[src/rtl/cache_pkg.sv]
// Shared definitions for the two-way set-associative cache.
//   - default parameter values for address/data/set-index widths
//   - controller state enumeration
//   - line record (valid, tag, data) for the default geometry
package cache_pkg;

    localparam int DEF_ADDR_WIDTH = 32;
    localparam int DEF_DATA_WIDTH = 32;
    localparam int DEF_SET_BITS   = 3;
    localparam int DEF_TAG_WIDTH  = DEF_ADDR_WIDTH - DEF_SET_BITS - 2;

    typedef enum logic [1:0] {
        IDLE   = 2'd0,
        REFILL = 2'd1,
        WTHRU  = 2'd2
    } state_t;

    typedef struct packed {
        logic                      valid;
        logic [DEF_TAG_WIDTH-1:0]  tag;
        logic [DEF_DATA_WIDTH-1:0] data;
    } line_t;

endpackage

[src/rtl/cache_way.sv]
// One way of the cache: per-set valid bit, tag and data word, a tag compare
// against the presented tag and a single write port.
// Ports:
//   clk, rst            clock, synchronous active-high reset (clears valid bits)
//   set_idx, tag        set being looked up / written and the tag to compare/store
//   wr_en, wr_data      write tag, data and valid=1 into set_idx
//   line_valid          valid bit of the addressed set
//   hit                 addressed line valid and its tag matches
//   line_data           data word of the addressed set
module cache_way
    import cache_pkg::*;
#(
    parameter int SET_BITS   = DEF_SET_BITS,
    parameter int TAG_WIDTH  = DEF_TAG_WIDTH,
    parameter int DATA_WIDTH = DEF_DATA_WIDTH
) (
    input  logic                  clk,
    input  logic                  rst,
    input  logic [SET_BITS-1:0]   set_idx,
    input  logic [TAG_WIDTH-1:0]  tag,
    input  logic                  wr_en,
    input  logic [DATA_WIDTH-1:0] wr_data,
    output logic                  line_valid,
    output logic                  hit,
    output logic [DATA_WIDTH-1:0] line_data
);

    localparam int SETS = 1 << SET_BITS;

    logic [SETS-1:0]       valid;
    logic [TAG_WIDTH-1:0]  tags  [SETS];
    logic [DATA_WIDTH-1:0] words [SETS];

    always_ff @(posedge clk) begin
        if (rst) begin
            valid <= '0;
        end else if (wr_en) begin
            valid[set_idx] <= 1'b1;
        end
    end

    // Tag and data arrays carry no reset; valid gates their use.
    always_ff @(posedge clk) begin
        if (wr_en) begin
            tags[set_idx]  <= tag;
            words[set_idx] <= wr_data;
        end
    end

    assign line_valid = valid[set_idx];
    assign hit        = line_valid && (tags[set_idx] == tag);
    assign line_data  = words[set_idx];

endmodule

[src/rtl/cache_2way.sv]
// Two-way set-associative, write-through, no-write-allocate cache with
// per-set LRU replacement and a blocking CPU interface.
// Ports:
//   clk, rst                                   clock, synchronous active-high reset
//   cpu_req, cpu_we, cpu_addr, cpu_wdata       CPU access (held while cpu_stall=1)
//   cpu_rdata, cpu_stall                       read-hit data, access not done
//   mem_req, mem_we, mem_addr, mem_wdata       memory request (registered)
//   mem_ack, mem_rdata                         one-cycle memory completion
//   hit_count, miss_count                      only with CACHE_STATS_EN defined
// Optional feature macro: CACHE_STATS_EN (hit/miss counters).
//
// state  | meaning
// IDLE   | lookup; read hits complete, misses/writes start a memory access
// REFILL | reading the missed word from memory, filled into the victim way
// WTHRU  | writing the CPU word through to memory
module cache_2way
    import cache_pkg::*;
#(
    parameter int ADDR_WIDTH = DEF_ADDR_WIDTH,
    parameter int DATA_WIDTH = DEF_DATA_WIDTH,
    parameter int SET_BITS   = DEF_SET_BITS
) (
    input  logic                  clk,
    input  logic                  rst,
    input  logic                  cpu_req,
    input  logic                  cpu_we,
    input  logic [ADDR_WIDTH-1:0] cpu_addr,
    input  logic [DATA_WIDTH-1:0] cpu_wdata,
    output logic [DATA_WIDTH-1:0] cpu_rdata,
    output logic                  cpu_stall,
    output logic                  mem_req,
    output logic                  mem_we,
    output logic [ADDR_WIDTH-1:0] mem_addr,
    output logic [DATA_WIDTH-1:0] mem_wdata,
    input  logic                  mem_ack,
    input  logic [DATA_WIDTH-1:0] mem_rdata
`ifdef CACHE_STATS_EN
    ,
    output logic [31:0]           hit_count,
    output logic [31:0]           miss_count
`endif
);

    localparam int TAG_WIDTH = ADDR_WIDTH - SET_BITS - 2;
    localparam int SETS      = 1 << SET_BITS;

    state_t                state;
    logic [SETS-1:0]       lru;      // per set: index of the least-recently-used way
    logic                  wr_done;  // write-through just acked; complete the held write

    logic [SET_BITS-1:0]   set_idx;
    logic [TAG_WIDTH-1:0]  tag;
    logic                  unused_byte_bits;
    logic                  v0, v1, hit0, hit1, hit_any, victim;
    logic [DATA_WIDTH-1:0] d0, d1, way_wdata;
    logic                  idle, rd_hit, wr_hit, refill_done, wr_en0, wr_en1;

    assign set_idx          = cpu_addr[SET_BITS+1:2];
    assign tag              = cpu_addr[ADDR_WIDTH-1:SET_BITS+2];
    assign unused_byte_bits = ^cpu_addr[1:0];

    assign idle        = (state == IDLE);
    assign hit_any     = hit0 || hit1;
    assign rd_hit      = idle && cpu_req && !cpu_we && hit_any;
    assign wr_hit      = idle && cpu_req && cpu_we && !wr_done && hit_any;
    assign refill_done = (state == REFILL) && mem_ack;

    // Fill an invalid way first (way0 before way1), otherwise the LRU way.
    assign victim = !v0 ? 1'b0 : (!v1 ? 1'b1 : lru[set_idx]);

    assign way_wdata = (state == REFILL) ? mem_rdata : cpu_wdata;
    assign wr_en0    = !rst && ((wr_hit && hit0) || (refill_done && !victim));
    assign wr_en1    = !rst && ((wr_hit && hit1) || (refill_done && victim));

    assign cpu_rdata = rd_hit ? (hit0 ? d0 : d1) : '0;
    assign cpu_stall = !idle || (cpu_req && (cpu_we ? !wr_done : !hit_any));

    cache_way #(
        .SET_BITS  (SET_BITS),
        .TAG_WIDTH (TAG_WIDTH),
        .DATA_WIDTH(DATA_WIDTH)
    ) u_way0 (
        .clk       (clk),
        .rst       (rst),
        .set_idx   (set_idx),
        .tag       (tag),
        .wr_en     (wr_en0),
        .wr_data   (way_wdata),
        .line_valid(v0),
        .hit       (hit0),
        .line_data (d0)
    );

    cache_way #(
        .SET_BITS  (SET_BITS),
        .TAG_WIDTH (TAG_WIDTH),
        .DATA_WIDTH(DATA_WIDTH)
    ) u_way1 (
        .clk       (clk),
        .rst       (rst),
        .set_idx   (set_idx),
        .tag       (tag),
        .wr_en     (wr_en1),
        .wr_data   (way_wdata),
        .line_valid(v1),
        .hit       (hit1),
        .line_data (d1)
    );

    always_ff @(posedge clk) begin
        if (rst) begin
            state     <= IDLE;
            lru       <= '0;
            wr_done   <= 1'b0;
            mem_req   <= 1'b0;
            mem_we    <= 1'b0;
            mem_addr  <= '0;
            mem_wdata <= '0;
        end else begin
            wr_done <= 1'b0;
            case (state)
                IDLE: begin
                    if (cpu_req) begin
                        if (cpu_we) begin
                            if (!wr_done) begin
                                state     <= WTHRU;
                                mem_req   <= 1'b1;
                                mem_we    <= 1'b1;
                                mem_addr  <= {cpu_addr[ADDR_WIDTH-1:2], 2'b00};
                                mem_wdata <= cpu_wdata;
                                if (hit_any) lru[set_idx] <= hit0;
                            end
                        end else if (hit_any) begin
                            // hit in way0 makes way1 least recent, and vice versa
                            lru[set_idx] <= hit0;
                        end else begin
                            state    <= REFILL;
                            mem_req  <= 1'b1;
                            mem_we   <= 1'b0;
                            mem_addr <= {cpu_addr[ADDR_WIDTH-1:2], 2'b00};
                        end
                    end
                end
                REFILL: begin
                    if (mem_ack) begin
                        state        <= IDLE;
                        mem_req      <= 1'b0;
                        lru[set_idx] <= ~victim;
                    end
                end
                WTHRU: begin
                    if (mem_ack) begin
                        state   <= IDLE;
                        mem_req <= 1'b0;
                        mem_we  <= 1'b0;
                        wr_done <= 1'b1;
                    end
                end
                default: state <= IDLE;
            endcase
        end
    end

`ifdef CACHE_STATS_EN
    // The retried read that completes a refill is counted as the miss only.
    logic retry;
    logic miss_start;

    assign miss_start = idle && cpu_req && !cpu_we && !hit_any;

    always_ff @(posedge clk) begin
        if (rst) begin
            hit_count  <= '0;
            miss_count <= '0;
            retry      <= 1'b0;
        end else begin
            retry <= refill_done;
            if (rd_hit && !retry) hit_count  <= hit_count + 32'd1;
            if (miss_start)       miss_count <= miss_count + 32'd1;
        end
    end
`endif

endmodule

[config.mk]
export PLATFORM = sky130hd
export DESIGN_NAME = cache_2way
export DESIGN_NICKNAME = d
export VERILOG_FILES = /design/src/rtl/cache_pkg.sv /design/src/rtl/cache_way.sv /design/src/rtl/cache_2way.sv
export SDC_FILE = /design/constraint.sdc
export NUM_CORES = 1
export LEC_CHECK = 0
export CORE_ASPECT_RATIO = 1.2
export CORE_MARGIN = 1.5
export CORE_UTILIZATION = 35
export CTS_CLUSTER_SIZE = 20
export DETAILED_ROUTE_END_ITERATION = 12
export RECOVER_POWER = 100
export SYNTH_ARGS = -nofsm -noshare
export SYNTH_HDL_FRONTEND = slang
export SYNTH_SLANG_ARGS = --single-unit
[constraint.sdc]
create_clock -name clk -period 7.89 [get_ports clk]
set_input_delay 1.578 -clock clk [delete_from_list [all_inputs] [get_ports clk]]
set_output_delay 1.578 -clock clk [all_outputs]
set_load 0.02 [all_outputs]
* Word level (Yosys, flattened, before mapping)
Memory sizes are Yosys's and may differ from the RTL's.
Index checks and enable logic that the tools add are counted.
** Word-level totals
- Register bits :: 93
- Bits in writable memories :: 944
- Output and inout port bits :: 99
- Logic and storage cells :: 117
- Memories kept :: 4
** Operators by class
- $lt $le $gt $ge :: 2
- Eq/ne operators :: 12
- Mux-type cells :: 46
- Bitwise gates (word level) :: 5
- Reductions and logical operators :: 39
** Memories
- u_way0.words :: depth 8, bits a word 32, read ports 1, clocked after memory_dff 0, write ports 1, RTL line cache_way.sv:32 : logic [DATA_WIDTH-1:0] words [SETS];
- u_way1.words :: depth 8, bits a word 32, read ports 1, clocked after memory_dff 0, write ports 1, RTL line cache_way.sv:32
- u_way0.tags :: depth 8, bits a word 27, read ports 1, clocked after memory_dff 0, write ports 1, RTL line cache_way.sv:31 : logic [TAG_WIDTH-1:0] tags [SETS];
- u_way1.tags :: depth 8, bits a word 27, read ports 1, clocked after memory_dff 0, write ports 1, RTL line cache_way.sv:31
** Operators by type and width (number)
- $mux 32 :: 6
- $eq 27x27->1 :: 2
- $mux 8 :: 5
- $mux 1 :: 20
- $logic_and 1x1->1 :: 17
- $bwmux 8 :: 2
- $or 8x8->8 :: 2
- $pmux 8 s2 :: 1
- $reduce_and 4->1 :: 4
- $mux 2 :: 5
- $ne 2x2->1 const B :: 5
- $reduce_and 5->1 :: 2
- $bmux 1 s3 :: 3
- $logic_not 1->1 :: 6
- $ne 3x3->1 const B :: 2
- $reduce_bool 2->1 :: 3
- $logic_or 1x1->1 :: 4
- $lt 3x4->1 const B :: 1
- $pmux 1 s2 :: 2
- $pmux 2 s2 :: 1
- $reduce_or 2->1 :: 2
- $demux 1 s3 :: 1
- $ge 3x1->1 const B :: 1
- $not 1->1 :: 3
- other kinds (4) :: 4

* Logic depth before layout (Yosys ltp)
- Word-level depth :: 10
- Depth in mapped cells :: 17
- Depth with buffers taken out :: 9

* Hierarchy
From an unflattened synthesis, not the netlist that was laid out.
** Second synthesis, totals
- Cell total of the unflattened synthesis :: 2627
- Area, all modules :: 41589.9 µm²
** Modules (own cells, without submodules)
- cache_way at u_way0 :: times used 1, cells an instance 1095, area each 18929.4 µm², seq. area each 14333.7 µm²
- cache_way at u_way1 :: times used 1, cells an instance 1041, area each 18774.3 µm², seq. area each 14333.7 µm²
- cache_2way :: times used 1, cells an instance 491, area each 3886.2 µm², seq. area each 1501.4 µm²

* Worst setup path after synthesis
Ideal clock, no wire load.
- Path kind :: input to register
- Start point :: in cpu_addr[4]
- End point :: mem u_way1.tags[0][0] in the netlist's numbering (enable)
- Library setup time :: 0.476 ns
- Arrival time :: 7.016 ns
- Data required time :: 7.414 ns
- Slack :: 0.398 ns
- Stages :: 13
- Buffers on the path :: 4
- Path through :: buf_2 buf_2 buf_1 mux4_2 mux2i_1 xor2_1 nand2_1 or4_1 or4_4 o21ai_0 nand2_1 clkbuf_1 nor2_1
** On the way
- Word-level cells in the longest chain between the ends :: 10
** Ends and longest elaborated chain
- start, declared :: RTL line cache_2way.sv:27 : input logic [ADDR_WIDTH-1:0] cpu_addr,
- $mem_v2 8x27 or $bmux 1 s3 (tied branches)
- $eq 27x27->1 or $mux 1 (tied branches) :: RTL line cache_way.sv:51, cache_way.sv:50
- $logic_and 1x1->1 :: RTL line cache_way.sv:51 : assign hit = line_valid && (tags[set_idx] == tag);
- $logic_or 1x1->1 :: RTL line cache_2way.sv:63 : assign hit_any = hit0 || hit1;
- $logic_and 1x1->1 :: RTL line cache_2way.sv:65 : assign wr_hit = idle && cpu_req && cpu_we && !wr_done && hit_any;
- $logic_and 1x1->1 :: RTL line cache_2way.sv:73 : assign wr_en1 = !rst && ((wr_hit && hit1) || (refill_done && victim));
- $logic_or 1x1->1 :: RTL line cache_2way.sv:73
- $logic_and 1x1->1 :: RTL line cache_2way.sv:73
- $mux 1 :: RTL line cache_way.sv:44 : if (wr_en) begin
- $mux 1 (not written as such) :: RTL line cache_way.sv:45 : tags[set_idx] <= tag;
- end, declared :: RTL line cache_way.sv:31
Parallel ways exist; a longest one is shown, timed or not. The select of a mux whose other input is x is not followed.

* Worst setup path after layout
- Start point :: in cpu_addr[4]
- End point :: out cpu_rdata[6]
** On the way
- Word-level cells in the longest chain between the ends :: 6
** Ends and longest elaborated chain
- $mem_v2 8x27 or $bmux 1 s3 (tied branches)
- $eq 27x27->1 or $mux 1 (tied branches) :: RTL line cache_way.sv:51, cache_way.sv:50
- $logic_and 1x1->1 :: RTL line cache_way.sv:51
- $logic_or 1x1->1 :: RTL line cache_2way.sv:63
- $logic_and 1x1->1 :: RTL line cache_2way.sv:64 : assign rd_hit = idle && cpu_req && !cpu_we && hit_any;
- $mux 32 * :: RTL line cache_2way.sv:75 : assign cpu_rdata = rd_hit ? (hit0 ? d0 : d1) : '0;
- end, declared :: RTL line cache_2way.sv:29 : output logic [DATA_WIDTH-1:0] cpu_rdata,
Every way passes the cells marked *; elsewhere a longest branch is shown, timed or not. The select of a mux whose other input is x is not followed.

==> qor.tcl <==
set qor(mappedNetlistArea_mm2) 0.0397
set qor(cp_slowest_cell) {sky130_fd_sc_hd__clkdlybuf4s50_1}
set qor(synthDistinctLibCells) 61
set qor(area.growth.synth_to_final_pct) 19.6
set qor(skew_ns) 0.0310
set qor(seqCellArea_mm2) 0.0302
set qor(final.setup.tns_ns) 0
set qor(ratio_of_cells_with_drive_above_1_in_the_final_layout_pct) 15.2
set qor(worst_ep_arrival_time_ns) 6.15
set qor(final_cell_mix) {sky130_fd_sc_hd__edfxtp_1, sky130_fd_sc_hd__o22ai_1, sky130_fd_sc_hd__nand2_1}
set qor(max_clock_freq_ghz) 0.129
set qor(vias_per_cell) 5.44
set qor(critical_path.endpoint_type) {output port}
set qor(synthesis.yosys.warnings) 0
set qor(multi_input_area_mm2) 0.00893
set qor(hold_start) {mem_addr[21]}
set qor(clock_sink_count) 1035
set qor(die_x_um) 310
set qor(cts.htree.levels) 3
set qor(timing.critical_path.cells) {buf_6, buf_4, buf_12, nand2b_1, o22ai_1, nor2_1, xnor2_1, or4_1, or4_4, buf_4, or4_1, a21oi_1, clkdlybuf4s50_1}
set qor(drt.antenna.violating_nets) 0
set qor(grt_pass1_wl_um) 156000
set qor(failed_checks) {max-capacitance violations, max-slew violations}
set qor(rsz0062_at_grt) {no}
set qor(post_synthesis_async_set_or_reset_flop_share_pct) 0
set qor(cts-buffers-inserted) 104
set qor(critical-path-top-delay-family) {simple AND/OR/NAND/NOR gates}
set qor(layout_commonest_cell) {sky130_fd_sc_hd__edfxtp_1}
set qor(hold_viol) 0
set qor(power_switching_share_pct) 21.8
set qor(worst_path_class_setup) {input pin to output port}
set qor(final.fill_count) 9983
set qor(port-buffer-count) 195
set qor(drt_pass_1_iters) 6
set qor(placeableCoreArea_mm2) 0.113
set qor(leakage_nw) 15.4
set qor(track_usage_pct) 18.5
set qor(hold_buffers) 0
set qor(worst-slew-pin-transition_ns) 2.72
set qor(grt_pass1_vias) 23300
set qor(cts_post_setup_buffers_inserted) 0
set qor(total_overflow_reported_by_the_global_router) 0
set qor(holdCritPathClass) {flip-flop to flip-flop}
set qor(slowest_delay_ns) 0.67
set qor(report.final.setup_viol) 0
set qor(period_needed_ns) 7.73
set qor(grt_start_max_net_pins) 53
set qor(cts.path.max_buffers) 3
set qor(dpl.cell_count) 4031
set qor(clk_pin_slew_ns) 0.06
set qor(tritoncts) {yes}
set qor(die_area_mm2) 0.115
set qor(worstSetupStartpointType) {input pin}
set qor(clock_power_share_pct) 41.9
set qor(place.gp.congestion) 0.798
set qor(die_y_um) 372
set qor(syn_inst) 2306
set qor(cap_violations) 23
set qor(r2r_start) {u_way1.tags[4][0]}
set qor(critPathLaunch) {cpu_addr[4]}
set qor(synth-edff-count) 944
set qor(final_max_slew_viol_count) 681
set qor(post_synthesis_area_per_instance_um2) 17.2
set qor(hpwlAfterDp_um) 63000
set qor(instances_no_fill) 4226
set qor(cp_max_fo) 44
set qor(clock_insertion_delay_worst_skew_ns) 0.68
set qor(vdd_drop_max_mv) 0.174
set qor(ctsRootBufferMaster) {sky130_fd_sc_hd__clkbuf_16}
set qor(path_buf_inv) 5
set qor(layout_worst_path_cycle_share_pct) 97.9
set qor(run_status) {complete, but fails checks}
set qor(net-switching-power_mw) 2.56
set qor(worst-endpoint-required_ns) 6.31
set qor(antenna_found_initial) 3
set qor(intPower_mw) 9.21
set qor(start_util_pct) 35.2
set qor(synth.yosys.seq_area_share_pct) 76.0
set qor(final_nets) 2735
set qor(postSynthRegisterBits) 1035
set qor(dominantRegCellSynth) {sky130_fd_sc_hd__edfxtp_1}
set qor(num_rows) 135
set qor(slew-limit-headroom_pct) -81.7
set qor(gate_power_share_pct) 6.3
set qor(seq_power_share_pct) 51.7
set qor(remaining_drc_errors) 0
set qor(p_per_area_mw_per_mm2) 248
set qor(num_vias) 23000
set qor(initialDrtViolationCount) 2174
set qor(route.detailed.wl_per_inst_um) 25.6
set qor(top_level_ports) 200
set qor(routed_wirelength_um) 108000
[power groups by stage]
stage / clock, mW / combinational [mW] / sequential [mW]
floorplan: 0 / 0.390 / 6.23
global route: 5.23 / 0.801 / 6.09
detailed placement: 0 / 0.773 / 6.20
finish: 4.94 / 0.748 / 6.09
CTS: 5.02 / 0.775 / 6.09
global placement: 0 / 0.752 / 6.20
[worst reg2reg max path: stages (launching register included)]
cell and delay (ns):
sky130_fd_sc_hd__edfxtp_1 0.35, sky130_fd_sc_hd__mux4_2 0.46, sky130_fd_sc_hd__mux2i_1 0.19, sky130_fd_sc_hd__xor2_1 0.28, sky130_fd_sc_hd__nand2_1 0.16, sky130_fd_sc_hd__or4_1 0.56
sky130_fd_sc_hd__or4_4 0.60, sky130_fd_sc_hd__clkbuf_1 0.20, sky130_fd_sc_hd__o21ai_0 0.24, sky130_fd_sc_hd__nand2_1 0.45, sky130_fd_sc_hd__nor2_1 1.33, sky130_fd_sc_hd__buf_2 0.97
[registers in the layout, summed over array words and instances, names as in the netlist]
signal        cells
wr_done           1
mem_req           1
u_way1.words    256
lru               8
state             2
u_way0.valid      8
mem_addr         30
u_way1.valid      8
mem_wdata        32
mem_we            1
u_way0.tags     216
u_way1.tags     216
u_way0.words    256
[cell families after synthesis]
family / count (synthesis) / synth area share (%)
AO/OA/AOI/OAI: 397 / 6.38
XOR/XNOR: 48 / 1.06
adder cells (fa/ha/maj): 4 / 0.126
buffers and inverters: 147 / 1.66
flip-flops: 1035 / 76.0
multiplexers: 275 / 10.1
other: 1 / 0.00945
AND/OR/NAND/NOR: 399 / 4.68
[routing by layer]
layer | vias up | GRT usage, % | routed length (um)
met5 | - | 0 | 48
met4 | 6 | 4.73 | 2570
met3 | 189 | 2.95 | 7420
met2 | 956 | 31.3 | 53600
met1 | 12000 | 24.8 | 44700
li1 | 9855 | - | -
[cell usage after synthesis, drive strengths merged (7+ instances only)]
cell	number	share of area, %
edfxtp	944	71
o2bb2ai	17	0.38
o21ai	12	0.15
mux2i	118	3.0
or4	14	0.28
mux4	94	5.3
nor3	7	0.088
a221oi	14	0.31
a21oi	102	1.3
nand2b	36	0.57
nor2	111	1.0
mux2	63	1.8
o22ai	204	3.2
clkbuf	81	0.77
dfxtp	91	4.6
xor2	31	0.68
a22oi	8	0.15
o221ai	12	0.26
nand3	35	0.44
inv	11	0.10
xnor2	17	0.38
nand2	148	1.4
nor4	21	0.37
buf	54	0.78
[final cells by class]
cell class	instances	area share, %
Antenna cell	1	0.00527
Clock buffer	131	5.87
Clock inverter	63	1.37
Inverter	12	0.0949
Multi-Input combinational cell	1125	18.8
Sequential cell	1035	63.6
Tap cell	1507	3.97
Timing Repair Buffer	352	6.31
[what timing repair did]
item,CTS,global route
gates resized for setup,0,2
endpoints found under the setup margin,0,3
hold endpoints to repair,0,0
[final timing paths]
| check | to | slack, ns | depth (start not counted) |
|---|---|---|---|
| min | mem_addr[21] | 0.45 | 2 |
| max | cpu_rdata[6] | 0.16 | 13 |
| max reg2reg | u_way1.tags[7][16] | 1.62 | 11 |
| min reg2reg | mem_addr[21] | 0.45 | 2 |
[per-stage QoR]
step	area [um^2]	utilization, %	hold slack (ns)	power, mW	setup WS [ns]
after global routing	47500	42.1	0.468	12.1	0.00715
final	47500	42.1	0.453	11.8	0.165
after detailed placement	44500	39.5	0.449	6.97	0.131
after floorplan	39700	-	0.427	6.62	0.398
after CTS	48000	42.6	0.457	11.9	0.104
after global placement	44500	39.5	0.440	6.95	0.109
No activity file was read; power rests on OpenSTA's default activity.
